--- src/rtl/priority_arbiter_ctrl.sv ---
// Grant/hold arbiter for one shared resource, with a hold-time limit that forces release.
// Define ROUND_ROBIN_EN for rotating priority; the default build uses fixed priority (highest index wins).
module priority_arbiter_ctrl #(
  parameter int N        = 8,
  parameter int IDW      = 3,
  parameter int MAX_HOLD = 16,
  parameter int CNT_W    = 8
) (
  input  logic           clk,
  input  logic           rst_n,
  input  logic           en,
  input  logic [N-1:0]   req,
  output logic [N-1:0]   gnt,
  output logic [IDW-1:0] gnt_id,
  output logic           gnt_valid,
  output logic           timeout
);

  typedef enum logic {
    IDLE  = 1'b0,
    GRANT = 1'b1
  } state_t;

  localparam logic [N-1:0]     ONE_HOT0     = {{(N-1){1'b0}}, 1'b1};
  localparam bit               HOLD_LIMITED = (MAX_HOLD > 0);
  localparam logic [CNT_W-1:0] HOLD_LAST    = (MAX_HOLD > 0) ? CNT_W'(MAX_HOLD - 1) : '0;

  state_t           state, state_nxt;
  logic [N-1:0]     mask, mask_nxt;
  logic [N-1:0]     gnt_nxt;
  logic [N-1:0]     eligible;
  logic [IDW-1:0]   gnt_id_nxt;
  logic [IDW-1:0]   winner;
  logic [CNT_W-1:0] hold_cnt, hold_cnt_nxt;
  logic             timeout_nxt;
  logic             hold_expired;

  assign eligible     = req & ~mask;
  assign hold_expired = HOLD_LIMITED && (hold_cnt == HOLD_LAST);
  assign gnt_valid    = |gnt;

`ifdef ROUND_ROBIN_EN
  logic [IDW-1:0] rr_ptr, rr_ptr_nxt;

  // Walk downward from rr_ptr with wrap; the lowest search step that is eligible wins.
  always_comb begin
    int idx;
    idx    = 0;
    winner = '0;
    for (int i = N - 1; i >= 0; i--) begin
      idx = int'(rr_ptr) - i;
      if (idx < 0) idx = idx + N;
      if (eligible[IDW'(idx)]) winner = IDW'(idx);
    end
  end
`else
  always_comb begin
    winner = '0;
    for (int i = 0; i < N; i++) begin
      if (eligible[i]) winner = IDW'(i);
    end
  end
`endif

  always_comb begin
    state_nxt    = state;
    gnt_nxt      = gnt;
    gnt_id_nxt   = gnt_id;
    hold_cnt_nxt = hold_cnt;
    mask_nxt     = mask;
    timeout_nxt  = 1'b0;
`ifdef ROUND_ROBIN_EN
    rr_ptr_nxt   = rr_ptr;
`endif
    case (state)
      IDLE: begin
        // The timeout mask only ever covers a single IDLE cycle.
        mask_nxt     = '0;
        hold_cnt_nxt = '0;
        if (en && (|eligible)) begin
          state_nxt  = GRANT;
          gnt_nxt    = ONE_HOT0 << winner;
          gnt_id_nxt = winner;
`ifdef ROUND_ROBIN_EN
          rr_ptr_nxt = (winner == '0) ? IDW'(N - 1) : winner - 1'b1;
`endif
        end
      end
      GRANT: begin
        if (!req[gnt_id]) begin
          state_nxt = IDLE;
          gnt_nxt   = '0;
        end else if (hold_expired) begin
          state_nxt   = IDLE;
          gnt_nxt     = '0;
          timeout_nxt = 1'b1;
          mask_nxt    = ONE_HOT0 << gnt_id;
        end else begin
          hold_cnt_nxt = hold_cnt + 1'b1;
        end
      end
      default: begin
        state_nxt = IDLE;
        gnt_nxt   = '0;
      end
    endcase
  end

  always_ff @(posedge clk) begin
    if (!rst_n) begin
      state    <= IDLE;
      gnt      <= '0;
      gnt_id   <= '0;
      timeout  <= 1'b0;
      hold_cnt <= '0;
      mask     <= '0;
`ifdef ROUND_ROBIN_EN
      rr_ptr   <= IDW'(N - 1);
`endif
    end else begin
      state    <= state_nxt;
      gnt      <= gnt_nxt;
      gnt_id   <= gnt_id_nxt;
      timeout  <= timeout_nxt;
      hold_cnt <= hold_cnt_nxt;
      mask     <= mask_nxt;
`ifdef ROUND_ROBIN_EN
      rr_ptr   <= rr_ptr_nxt;
`endif
    end
  end

endmodule

--- config.mk ---
export PLATFORM = sky130hd
export DESIGN_NAME = priority_arbiter_ctrl
export DESIGN_NICKNAME = d
export VERILOG_FILES = /design/src/rtl/priority_arbiter_ctrl.sv
export SDC_FILE = /design/constraint.sdc
export NUM_CORES = 1
export LEC_CHECK = 0
export CAP_MARGIN = 0
export CORE_MARGIN = 2
export CORE_UTILIZATION = 55
export CTS_BUF_LIST = sky130_fd_sc_hd__clkbuf_4 sky130_fd_sc_hd__clkbuf_8
export CTS_CLUSTER_SIZE = 40
export DETAILED_ROUTE_END_ITERATION = 8
export PLACE_DENSITY = 0.94
export SLEW_MARGIN = 20
export SYNTH_ARGS = -nofsm -noshare
export SYNTH_HDL_FRONTEND = slang
export SYNTH_SLANG_ARGS = --single-unit
--- constraint.sdc ---
create_clock -name clk -period 5 [get_ports clk]
set_input_delay 0.5 -clock clk [delete_from_list [all_inputs] [get_ports clk]]
set_output_delay 0.5 -clock clk [all_outputs]
set_load 0.01 [all_outputs]
# Word-level counts from Yosys, hierarchy flattened
# Index checks and enable logic that the tools add are counted.
dict set report op_classes {
  n_shift 2
  n_mux 24
  bitwise 3
  n_reduce_logical 8
  add_sub_neg 1
  eq_ne 6
  order_cmp 1
}
# operator n
set ops {}
lappend ops {{2-to-1 mux 8 bit} 7}
lappend ops {{case mux 8 bit (2 select lines)} 3}
lappend ops {{OR reduction 8 bit} 2}
lappend ops {{<< shifter 1 x 3 -> 8 bit (first input constant)} 2}
lappend ops {{2-to-1 mux 3 bit} 5}
lappend ops {{adder 8 x 1 -> 8 bit (second input constant)} 1}
lappend ops {{AND 8 bit} 1}
lappend ops {{equality test 8 x 4 -> 1 bit (second input constant)} 1}
lappend ops {{inverter 8 bit} 1}
lappend ops {{AND reduction 2 bit} 4}
lappend ops {{2-to-1 mux 1 bit} 6}
lappend ops {{less-than comparator 3 x 4 -> 1 bit (second input constant)} 1}
lappend ops {{inequality test 2 x 1 -> 1 bit (second input constant)} 2}
lappend ops {{inequality test 2 bit (second input constant)} 2}
lappend ops {{binary-select mux 1 bit (select 3 bit)} 1}
lappend ops {{inequality test 3 bit (second input constant)} 1}
lappend ops {{AND reduction 3 bit} 1}
lappend ops {{2-to-1 mux 2 bit} 1}
lappend ops {{case mux 1 bit (2 select lines)} 1}
lappend ops {{logical AND 1 bit} 1}
lappend ops {{inverter 1 bit} 1}
dict set report totals {
  ff_bits 29
  input_bits 11
  out_inout_bits 13
  elab_cells 51
}

# Depth between registers and ports, before layout
# Gate-level depths: netlist of the first run.
dict set report logic_depth {
  ltp_word 12
  depth_mapped 7
  mapped_depth_nobuf 6
}

# Least setup slack after synthesis of the first run
# No wires, ideal clock.
dict set report synth_path {
  path_type {input-to-reg}
  start {in req[7]}
  end {reg gnt[0]}
  setup_time_ns 0.058
  arrival_time_ns 1.779
  path_stages 5
  setup_slack_ns 3.163
  path_cell_list {nor2b_1 nor4_2 a41oi_2 a211oi_4 a21o_1}
}
dict set report synth_between {
  elab_chain_cells 5
  word_cells_on_any_way 13
  cone_classes {eq/ne (2); shift (1); mux (6); bitwise (1); reduce/logical (3)}
}
# item line
set synth_rtl {}
lappend synth_rtl {{from (decl)} 12} ;# input logic [N-1:0] req,
lappend synth_rtl {{branches (longest 5 deep; another with 2-to-1 mux 8 bit)} n/a}
lappend synth_rtl {{to (signal assigned)} 122} ;# gnt <= gnt_nxt;
lappend synth_rtl {{to (decl)} 13} ;# output logic [N-1:0] gnt,
# Parallel ways; which one is timed is not known. The select of a mux whose other input is x is not followed.
# A chain may end at the register's enable or synchronous reset.

# Worst setup path after layout of the first run
dict set report layout_path {
  start {in req[7]}
  end {reg gnt[2]}
}
# The elaborated chain is that of the path after synthesis.

==> metrics, run 1 <==
startpoint types=input port; internal power=around 0.34 mW; Post-synth ARST share=0%; Sw Ratio=27.6%; first-pass iteration count of the detailed router=4; # DRC=0; Total Die Area=between 3000 and 4000 µm²; period utilization=45.5%; Crit path required time=5.25 ns; drt total wl=approximately 3300 µm; Ports=24; area delta synth->final=20.2%; Hold Path Class=register to register; max cap viols=0; crit path capture type=register; Port Buffer Count=23; Via density=6.11; worst clock skew=0.00746 ns; core outline area=2480 µm²; total CTS buffers=5; via count=approximately 1300; setup TNS=0 ns; Mapped Area=1430 µm²; Final #Nets=slightly below 200; clk slew on worst S/H paths=around 0.08 ns; Starting Density=between 50 and 60%; Tightest Pin Transition=0.704 ns; Root Driver=clkbuf_4; status=finished clean; slowest cell delay on critical path=0.46 ns; # hold bufs at CTS=0; Pleak=0.630 nW; hpwl dp=2390 µm; Horiz. Die Dim=55.0 µm; register share of total power=a little over half; RD Place Congestion=0.851; combinational power share=16.9%; Syn Inst Count=around 160; top cells by area, synth=dfxtp_1 (41%), nand3_1 (5.9%), o21ai_0 (4.2%); CP max FO=8; first-pass GRT wire length=5130 µm; initial drt markers=around 40; slowest stage cell, crit path=a211oi_4; Final Hold Fails=0; Remaining Overflow, GRT=0; # placed instances=210; Setup Fix Bufs, Post-CTS=0; RSZ-0062 raised after global routing=false; # diodes=0; ys flop type=dfxtp_1; CTS tree=done; Yosys reg bits=29; Worst Setup Path Type=input port to register; share of layout cells above drive strength 1=about 7.5%; YS warnings=0; Rel. slew slack=~53%; top-count cell post-synth=dfxtp_1; post-synthesis sequential area ratio=40.6%; Avg Cell Area, Syn=between 8 and 9 µm²; total power=0.474 mW; WL per Instance=between 15 and 20 µm; crit-path cells=clkdlybuf4s50_1 > nor2b_1 > nor4_2 > a41oi_2 > a211oi_4 > o2bb2ai_1; H-tree levels=2; power density over the cells=about 280 nW/µm²; Clock Power Share=a little under a third; VDD IR max=a little under 0.2 mV; Final setup viols=0; largest net degree at the start of global routing=18; Synth cell types=38; most frequent cells after synthesis=dfxtp_1 (29), nand3_1 (17), nand2_1 (13); # resized after CTS=0; Final min period=2.27 ns; Die H=approximately 55 µm; Clk Latency, worst-skew pair=0.33 ns; Yosys top cell area share=40.6%; Post-synth EDFFs=0; # fillers=179; All-Layer GR Usage=between 20% and 30%; Sink Count=29; WP data arrival=~2.5 ns; syn_nets=roughly 180; clock buffer depth=2; post-synth top area cell=dfxtp_1; max-slew violations=0; fmax=440 MHz; switching power=approximately 0.13 mW; total number of placement rows=18; initial antenna violation count=0; number of global-route vias before repair=1258; Routed Antenna Nets=0; Finished Layout Cells=~220; R2R setup slack=2.75 ns
==> flip-flops by register name, indices dropped and copies added (netlist names) <==
name,count
gnt,8
hold_cnt,8
mask,8
gnt_id,3
state,1
timeout,1
==> logic make-up after synthesis <==
family                   Yosys count  synth area share, %
AO/OA/AOI/OAI                     40                 20.7
XOR/XNOR                           2                 1.22
adder cells (fa/ha/maj)            1                0.874
buffers and inverters              9                 3.41
flip-flops                        29                 40.6
multiplexers                       5                 3.50
AND/OR/NAND/NOR                   77                 29.7
==> power by group through the flow <==
stage | Sequential, mW | Clock (mW) | Combinational [mW]
after floorplan | 0.250 | 0 | 0.0552
after global placement | 0.251 | 0 | 0.0758
after detailed placement | 0.252 | 0 | 0.0781
after CTS | 0.246 | 0.150 | 0.0796
after global routing | 0.248 | 0.159 | 0.0863
final | 0.247 | 0.147 | 0.0799
==> per-stage QoR <==
step | area (µm²) | utilization (%) | worst slack, ns | hold slack, ns
after CTS | 1720 | 69.4 | 2.79 | 0.465
after global routing | 1720 | 69.4 | 2.63 | 0.508
after floorplan | 1430 | - | 3.16 | 0.432
after global placement | 1660 | 67.1 | 2.57 | 0.441
after detailed placement | 1660 | 67.1 | 2.48 | 0.453
final | 1720 | 69.4 | 2.73 | 0.462
==> critical path, delay by kind of cell <==
| kind | cells | cell delay, ns |
|---|---|---|
| compound gates | 3 | 0.96 |
| simple gates | 2 | 0.64 |
| buf+inv | 1 | 0.42 |
==> worst paths after layout <==
kind                                              from                   end  cells after the start
worst max-delay path                            req[7]   gnt[2]$_SDFFE_PN0P_                      6
worst min-delay path              mask[0]$_SDFFE_PN0P_  mask[0]$_SDFFE_PN0P_                      2
worst max register to register  gnt_id[1]$_SDFFE_PN0P_  mask[0]$_SDFFE_PN0P_                      5
worst min register to register    mask[0]$_SDFFE_PN0P_  mask[0]$_SDFFE_PN0P_                      2
==> routing by layer <==
layer / vias up / wire [µm] / GRT usage [%]
li1: 644 / - / -
met1: 636 / 1380 / 24.0
met2: 40 / 1720 / 45.8
met3: 6 / 166 / 7.53
met4: 0 / 68 / 12.6
met5: - / 0 / 0
==> final cells by class <==
type / instances / area [µm²] / area share [%]
Timing Repair Buffer: 23 / 230 / 13.4
Sequential cell: 29 / 581 / 33.7
Clock buffer: 7 / 58.8 / 3.42
Multi-Input combinational cell: 125 / 802 / 46.6
Tap cell: 30 / 37.5 / 2.18
Inverter: 3 / 11.3 / 0.655
==> cells in the final DEF (no fill, tap or decap), types with 2 or more instances in the layout <==
master and instances:
nand3_1 17, nor4_1 4, nor3_1 2, o21ai_0 12, nand2_1 13, o2bb2ai_1 3, xor2_1 2, a21o_1 5
clkbuf_4 6, nand2b_1 4, a21oi_1 8, mux2i_1 5, nor2_1 11, nand4_1 2, clkdlybuf4s50_1 23, and2_1 3
dfxtp_1 29, inv_1 3, nor2b_1 9, or3_1 5, a211oi_1 2, o31ai_1 3
No activity file was read; power rests on OpenSTA's default activity.
==> run 2, diff against run 1 <==
- CORE_UTILIZATION: 55 -> 49
- PLACE_DENSITY: 0.94 -> 0.89
- clock period: 5 -> 1.8 ns (I/O delays scaled with it)
==> run 2 against run 1 <==
Effect of this change:
- final cell count is 11% higher
- utilization shrank 0.25 points
- count of clock-buffer cells in the layout is the same
- largest cell class unchanged
- largest power group unchanged
- non-clock buffer count rose by 21
- global-route usage decreased by 1.3 points
- critical path type is now register to primary output
- register-to-register slack got worse by 2.7 ns
- total power increased to 3.0 times the previous value
- die area up 11%
==> metrics, run 2 (synthesized netlist as in run 1, its figures left out) <==
status=finished clean; Hold Crit Start=mask[0]$_SDFFE_PN0P_; FF-to-FF path depth=6 (+1); Rel. slew slack=72.7% (+20 points); Port Buffer Count=23 (unchanged); Root Driver=clkbuf_4; number of global-route vias before repair=1383 (+9.9%); Tightest Pin Transition=0.408 ns (-0.295 ns); R2R setup slack=0.09 ns (-2.66 ns); reg2reg end=mask[0]$_SDFFE_PN0P_; clk slew on worst S/H paths=0.10 ns (+0.02 ns); # hold bufs at CTS=0 (unchanged); Final min period=between 1.5 and 2 ns; Final setup viols=0 (unchanged); H-tree levels=2 (unchanged); Final Hold Fails=0 (unchanged); CTS tree=done; Worst Setup Path Type=register to primary output; All-Layer GR Usage=23.3% (-1.3 points); Total Die Area=3370 µm² (+11%); commonest non-fill, non-tap cell in the layout=dfxtp_1; Hold Crit Endpoint=mask[0]$_SDFFE_PN0P_; Pleak=0.741 nW (+18%); RD Place Congestion=0.820 (-3.6%); max-slew violations=0 (unchanged); Final WS setup=0.0563 ns (-2.67 ns); core outline area=2760 µm² (+11%); WP data arrival=1.56 ns (-0.96 ns); WHS Path Cells=2 (unchanged); CP max FO=3 (-5); Via density=5.94 (-2.8%); Routed Antenna Nets=0 (unchanged); Die H=58.0 µm (+5.5%); initial drt markers=101 (+150%); hpwl dp=2570 µm (+7.5%); area delta synth->final=33.3%; RR Startpoint=gnt_id[0]$_SDFFE_PN0P_; # placed instances=229 (+9.0%); Crit path required time=1.62 ns (-3.63 ns); crit path capture type=primary output; biggest regs=gnt x8, hold_cnt x8, mask x8; Clk Latency, worst-skew pair=0.33 ns (about the same); fmax=573 MHz; period utilization=96.9%; Crit. Startpoint=gnt[7]$_SDFFE_PN0P_; # fillers=203 (+13%); Finished Layout Cells=240 (+11%); max cap viols=0 (unchanged); Setup WS pre-CTS=-0.225 ns (-2.71 ns); total CTS buffers=5 (unchanged); Sink Count=29 (unchanged); VDD IR max=0.634 mV (+220%); # DRC=0 (unchanged); worst clock skew=0.0126 ns (+0.00515 ns); Final #Nets=220 (+11%); drt total wl=3600 µm (+7.7%); power density over the cells=752 nW/µm² (+170%); Starting Density=51.9% (-5.9 points); total number of placement rows=19 (+1); startpoint types=register; Remaining Overflow, GRT=0 (unchanged); Hold Path Class=register to register; Ports=24 (unchanged); first-pass iteration count of the detailed router=4 (unchanged); via count=1425 (+7.5%); # diodes=0 (unchanged); first-pass GRT wire length=6100 µm (+19%); largest net degree at the start of global routing=17 (-1); commonest cells after routing, fill and taps aside=dfxtp_1 (26), clkdlybuf4s50_1 (23), buf_4 (21), nand3_1 (17), nand2_1 (13); initial antenna violation count=0 (unchanged); share of layout cells above drive strength 1=20.1% (+13 points); WL per Instance=15.0 µm (-2.6%); clock buffer depth=2 (unchanged); Horiz. Die Dim=58.0 µm (+5.5%)
## run 2: cell types whose count changed in the layout (fill, tap and decap cells not counted), sizes merged
cell	delta
buf	+21
clkinv	+1
## run 2: how the worst max path moves through the flow
stage / endpoint / depth (start not counted)
after floorplan: mask[5]$_SDFFE_PN0P_ / 7
after global placement: gnt[5]$_SDFFE_PN0P_ / 6
after detailed placement: gnt[4]$_SDFFE_PN0P_ / 6
after CTS: hold_cnt[3]$_SDFFE_PN0P_ / 5
after global routing: gnt_valid / 3
final: gnt_valid / 3
## run 2: through the flow
stage	total power, mW	setup TNS (ns)	hold WS (ns)	area [µm²]	util [%]
2_1_floorplan	0.848	0	0.289	1430	-
3_3_place_gp	0.955	-1.24	0.441	1800	65.2
3_5_place_dp	0.967	-2.38	0.446	1800	65.2
4_1_cts	1.42	0	0.459	1880	68.1
5_1_grt	1.49	-0.0261	0.493	1910	69.2
6_report	1.43	0	0.458	1910	69.2
## run 2: area by class of cell
class / count / area [µm²] / share of cell area [%]
inverter: 3 / 11.3 / 0.590
tap: 31 / 38.8 / 2.03
timing repair buffer: 44 / 388 / 20.3
clock inverter: 1 / 5.00 / 0.262
sequential: 29 / 584 / 30.6
clock buffer: 7 / 65.1 / 3.41
multi-input combinational: 125 / 816 / 42.8
## run 2: power breakdown
part / internal [mW] / leakage [nW] / switching, mW / total, mW
Clock: 0.226 / 0.0413 / 0.231 / 0.457
Combinational: 0.148 / 0.464 / 0.147 / 0.295
Sequential: 0.658 / 0.236 / 0.0245 / 0.683
## run 2: timing repair
action	in CTS	in global routing
gates resized for setup	1	5
cloned	0	0
setup endpoints to repair	11	13
buffers inserted	1	2
pin swaps	1	2
## run 2: critical path, cell delays in order (launching register included)
cell	delay [ns]
dfxtp_1	0.34
nor4_1	0.31
nand2_1	0.11
clkdlybuf4s50_1	0.49
## run 2: routing by layer
layer  global-route usage [%]  vias up  share of wire, %  wire (µm)
li1                         -      685                 -          -
met1                     28.9      684                42       1520
met2                     39.4       48                51       1830
met3                     6.03        8               5.2        189
met4                     6.98        0               1.9         68
met5                        0        -                 0          0
==> run 3, diff against run 2 <==
- ABC_AREA: unset -> 1
- CORE_UTILIZATION: 49 -> 50
- CTS_CLUSTER_DIAMETER: unset -> 40
- GPL_ROUTABILITY_DRIVEN: unset -> 1
- PLACE_DENSITY: 0.89 -> 0.9
==> run 3 against run 2 <==
Effect of this change:
- maximum frequency increased by 2.0%
- sequential share of layout area decreased by 0.94 points
- flip-flop and latch count stayed put
- design area rose by 2.5%
- worst setup slack better by 0.033 ns
- critical path depth is the same
- register-to-register slack gained 0.19 ns
- hold slack better by 0.024 ns
- wire length fell by 0.44%
- global-route usage decreased by 0.73 points
- largest cell class unchanged
==> metrics, run 3 <==
commonest cells after routing, fill and taps aside=nand2_1 (69), dfxtp_1 (29), a21oi_1 (25), inv_1 (24), clkdlybuf4s50_1 (23); Worst Setup Path Type=register to primary output; # DRC=0 (unchanged); total CTS buffers=5 (unchanged); Rel. slew slack=75.0% (+2.3 points); All-Layer GR Usage=22.5% (-0.73 points); Final min period=1.71 ns (-0.0334 ns); area delta synth->final=21.4%; main combinational cell family by area after synthesis=simple AND/OR/NAND/NOR gates; initial drt markers=69 (-32%); R2R setup slack=0.28 ns (+0.19 ns); period utilization=95.0% (-1.9 points); crit path capture type=primary output; internal power=0.965 mW (-6.5%); first-pass GRT wire length=6160 µm (+1.0%); RSZ-0062 raised after global routing=false; Routed Antenna Nets=0 (unchanged); post-synthesis sequential area ratio=36.1% (-4.5 points); Ports=24 (unchanged); simple-gate share of the synthesized area=43.6% (+14 points); # resized after CTS=0 (-1); Crit path required time=1.62 ns (about the same); top-count cell post-synth=nand2_1; Die H=60.8 µm (+4.7%); Hold Crit Start=gnt[2]$_SDFFE_PN0P_; # hold bufs at CTS=0 (unchanged); register share of total power=49.8% (+2.2 points); Synth cell types=25 (-34%); RR Startpoint=gnt_id[1]$_SDFFE_PN0P_; # diodes=0 (unchanged); share of layout cells above drive strength 1=11.3% (-8.8 points); adder-cell area share of the yosys netlist=0.777% (-0.097 points); reg2reg end=mask[7]$_SDFFE_PN0P_; worst clock skew=0.00800 ns (-0.00460 ns); Yosys reg bits=29 (unchanged); Horiz. Die Dim=60.8 µm (+4.7%); largest net degree at the start of global routing=20 (+3); # placed instances=303 (+32%); Finished Layout Cells=310 (+29%); Post-synth ARST share=0% (unchanged); Clk Latency, worst-skew pair=0.33 ns (about the same); power density over the cells=698 nW/µm² (-7.2%); Final Hold Fails=0 (unchanged); Mapped Area=1610 µm² (+12%); CP max FO=3 (unchanged); Remaining Overflow, GRT=0 (unchanged); RD Place Congestion=0.838 (+2.2%); Hold Crit Endpoint=gnt[2]$_SDFFE_PN0P_; crit-path cells=nor4_1 > nand2_1 > clkdlybuf4s50_1; Via density=5.12 (-14%); mux contribution to synthesized area=0% (-3.5 points); commonest non-fill, non-tap cell in the layout=nand2_1; Setup Fix Bufs, Post-CTS=0 (-1); slowest cell delay on critical path=0.49 ns (about the same); slowest stage cell, crit path=clkdlybuf4s50_1; Avg Cell Area, Syn=6.82 µm² (-22%); Pleak=0.774 nW (+4.4%); Root Driver=clkbuf_4; status=finished clean; switching power=0.400 mW (-0.56%); max cap viols=0 (unchanged); Sink Count=29 (unchanged); fmax=585 MHz (+2.0%); Tightest Pin Transition=0.374 ns (-0.0346 ns); Crit path max-delay family=buffers and inverters; Hold Path Class=register to register; first-pass iteration count of the detailed router=4 (unchanged); biggest regs=gnt x8, hold_cnt x8, mask x8; CTS tree=done; max-slew violations=0 (unchanged); WL per Instance=11.6 µm (-23%); Synth Area in XOR/XNOR=0.544% (-0.68 points); Total Die Area=3690 µm² (+9.5%); Final #Nets=278 (+26%); Syn Inst Count=236 (+45%); # fillers=291 (+43%); hpwl dp=2690 µm (+4.6%); number of global-route vias before repair=1456 (+5.3%); Final setup viols=0 (unchanged); Yosys top cell area share=36.1% (-4.5 points); VDD IR max=0.590 mV (-6.9%); drt total wl=3590 µm (-0.44%); Port Buffer Count=23 (unchanged); startpoint types=register; FF-to-FF path depth=6 (unchanged); Post-synth EDFFs=0 (unchanged); top cells by area, synth=dfxtp_1 (36%), nand2_1 (16%), a21oi_1 (7.8%); H-tree levels=2 (unchanged); Clock Power Share=29.8% (-2.1 points); core outline area=3050 µm² (+11%); clock buffer depth=2 (unchanged); WHS Path Cells=2 (unchanged); total number of placement rows=20 (+1); combinational power share=20.4% (-0.2 points); setup TNS=0 ns (unchanged); Synth Area in Compound Gates=10.3% (-10 points); Starting Density=52.7% (+0.84 points); clk slew on worst S/H paths=0.08 ns (-0.02 ns); ys flop type=dfxtp_1; YS warnings=0 (unchanged); initial antenna violation count=0 (unchanged); post-synth top area cell=dfxtp_1; most frequent cells after synthesis=nand2_1 (69), dfxtp_1 (29), a21oi_1 (25); via count=1586 (+11%); syn_nets=248 (+42%); WP data arrival=1.53 ns (-0.03 ns); Buf/Inv on CP=1 (unchanged); Sw Ratio=29.3% (+1.3 points)
-- run 3: cell count changes in the layout (fill, tap and decap cells not counted), moves of 5 or more --
cell and change:
inv_1 +21, a21o_1 -5, a21oi_1 +17, or3_1 -5, o21ai_0 -10, nor2_1 +11
nor2b_1 -9, nand2_1 +56, buf_4 -16
-- run 3: power by group through the flow --
stage | combinational (mW) | sequential [mW] | clock [mW]
final | 0.279 | 0.679 | 0.407
after CTS | 0.278 | 0.679 | 0.421
after global placement | 0.271 | 0.694 | 0
after detailed placement | 0.276 | 0.694 | 0
after global routing | 0.309 | 0.682 | 0.442
after floorplan | 0.187 | 0.689 | 0
-- run 3: metal layers --
layer	wire length, µm	up-vias	GRT usage [%]
li1	-	829	-
met1	1660	708	28.2
met2	1660	41	34.7
met3	196	8	5.97
met4	68	0	13.4
met5	0	-	0
-- run 3: final cells by class --
cell class / instances / area [µm²] / area share [%]
clock buffer: 7 / 58.8 / 3.01
inverter: 28 / 105 / 5.37
multi-input combinational: 174 / 888 / 45.4
sequential: 29 / 581 / 29.7
tap: 44 / 55.1 / 2.82
timing repair buffer: 28 / 268 / 13.7
-- run 3: logic make-up (layout without fill, tap and decap cells) --
kind of cell,Yosys count,count (layout)
xor+xnor,1,1
buf+inv,33,63
compound gates,32,32
simple gates,140,140
fa+ha+maj,1,1
flops,29,29
-- run 3: worst min-delay path, stage by stage (launching register included) --
cell and delay (ns):
dfxtp_1 0.33, nand2_1 0.06, a21oi_1 0.05
-- run 3: metrics by stage --
stage	cell area, µm²	util [%]	power, mW	hold slack [ns]	setup WS (ns)
after floorplan	1610	-	0.876	0.304	0.455
after global placement	1900	62.1	0.964	0.469	0.174
after detailed placement	1900	62.1	0.970	0.470	0.154
after CTS	1960	64.1	1.38	0.483	0.0861
after global routing	1960	64.1	1.43	0.499	0.0411
final	1960	64.1	1.36	0.482	0.0897
-- run 3: worst max path at each step --
stage | start | end | cells past startpoint | slack [ns]
4_1_cts | gnt[3]$_SDFFE_PN0P_ | gnt_valid | 3 | 0.09
3_3_place_gp | req[7] | gnt[6]$_SDFFE_PN0P_ | 7 | 0.17
6_report | gnt[3]$_SDFFE_PN0P_ | gnt_valid | 3 | 0.09
2_1_floorplan | hold_cnt[1]$_SDFFE_PN0P_ | gnt[3]$_SDFFE_PN0P_ | 8 | 0.45
3_5_place_dp | req[3] | gnt[4]$_SDFFE_PN0P_ | 8 | 0.15
5_1_grt | gnt[3]$_SDFFE_PN0P_ | gnt_valid | 3 | 0.04
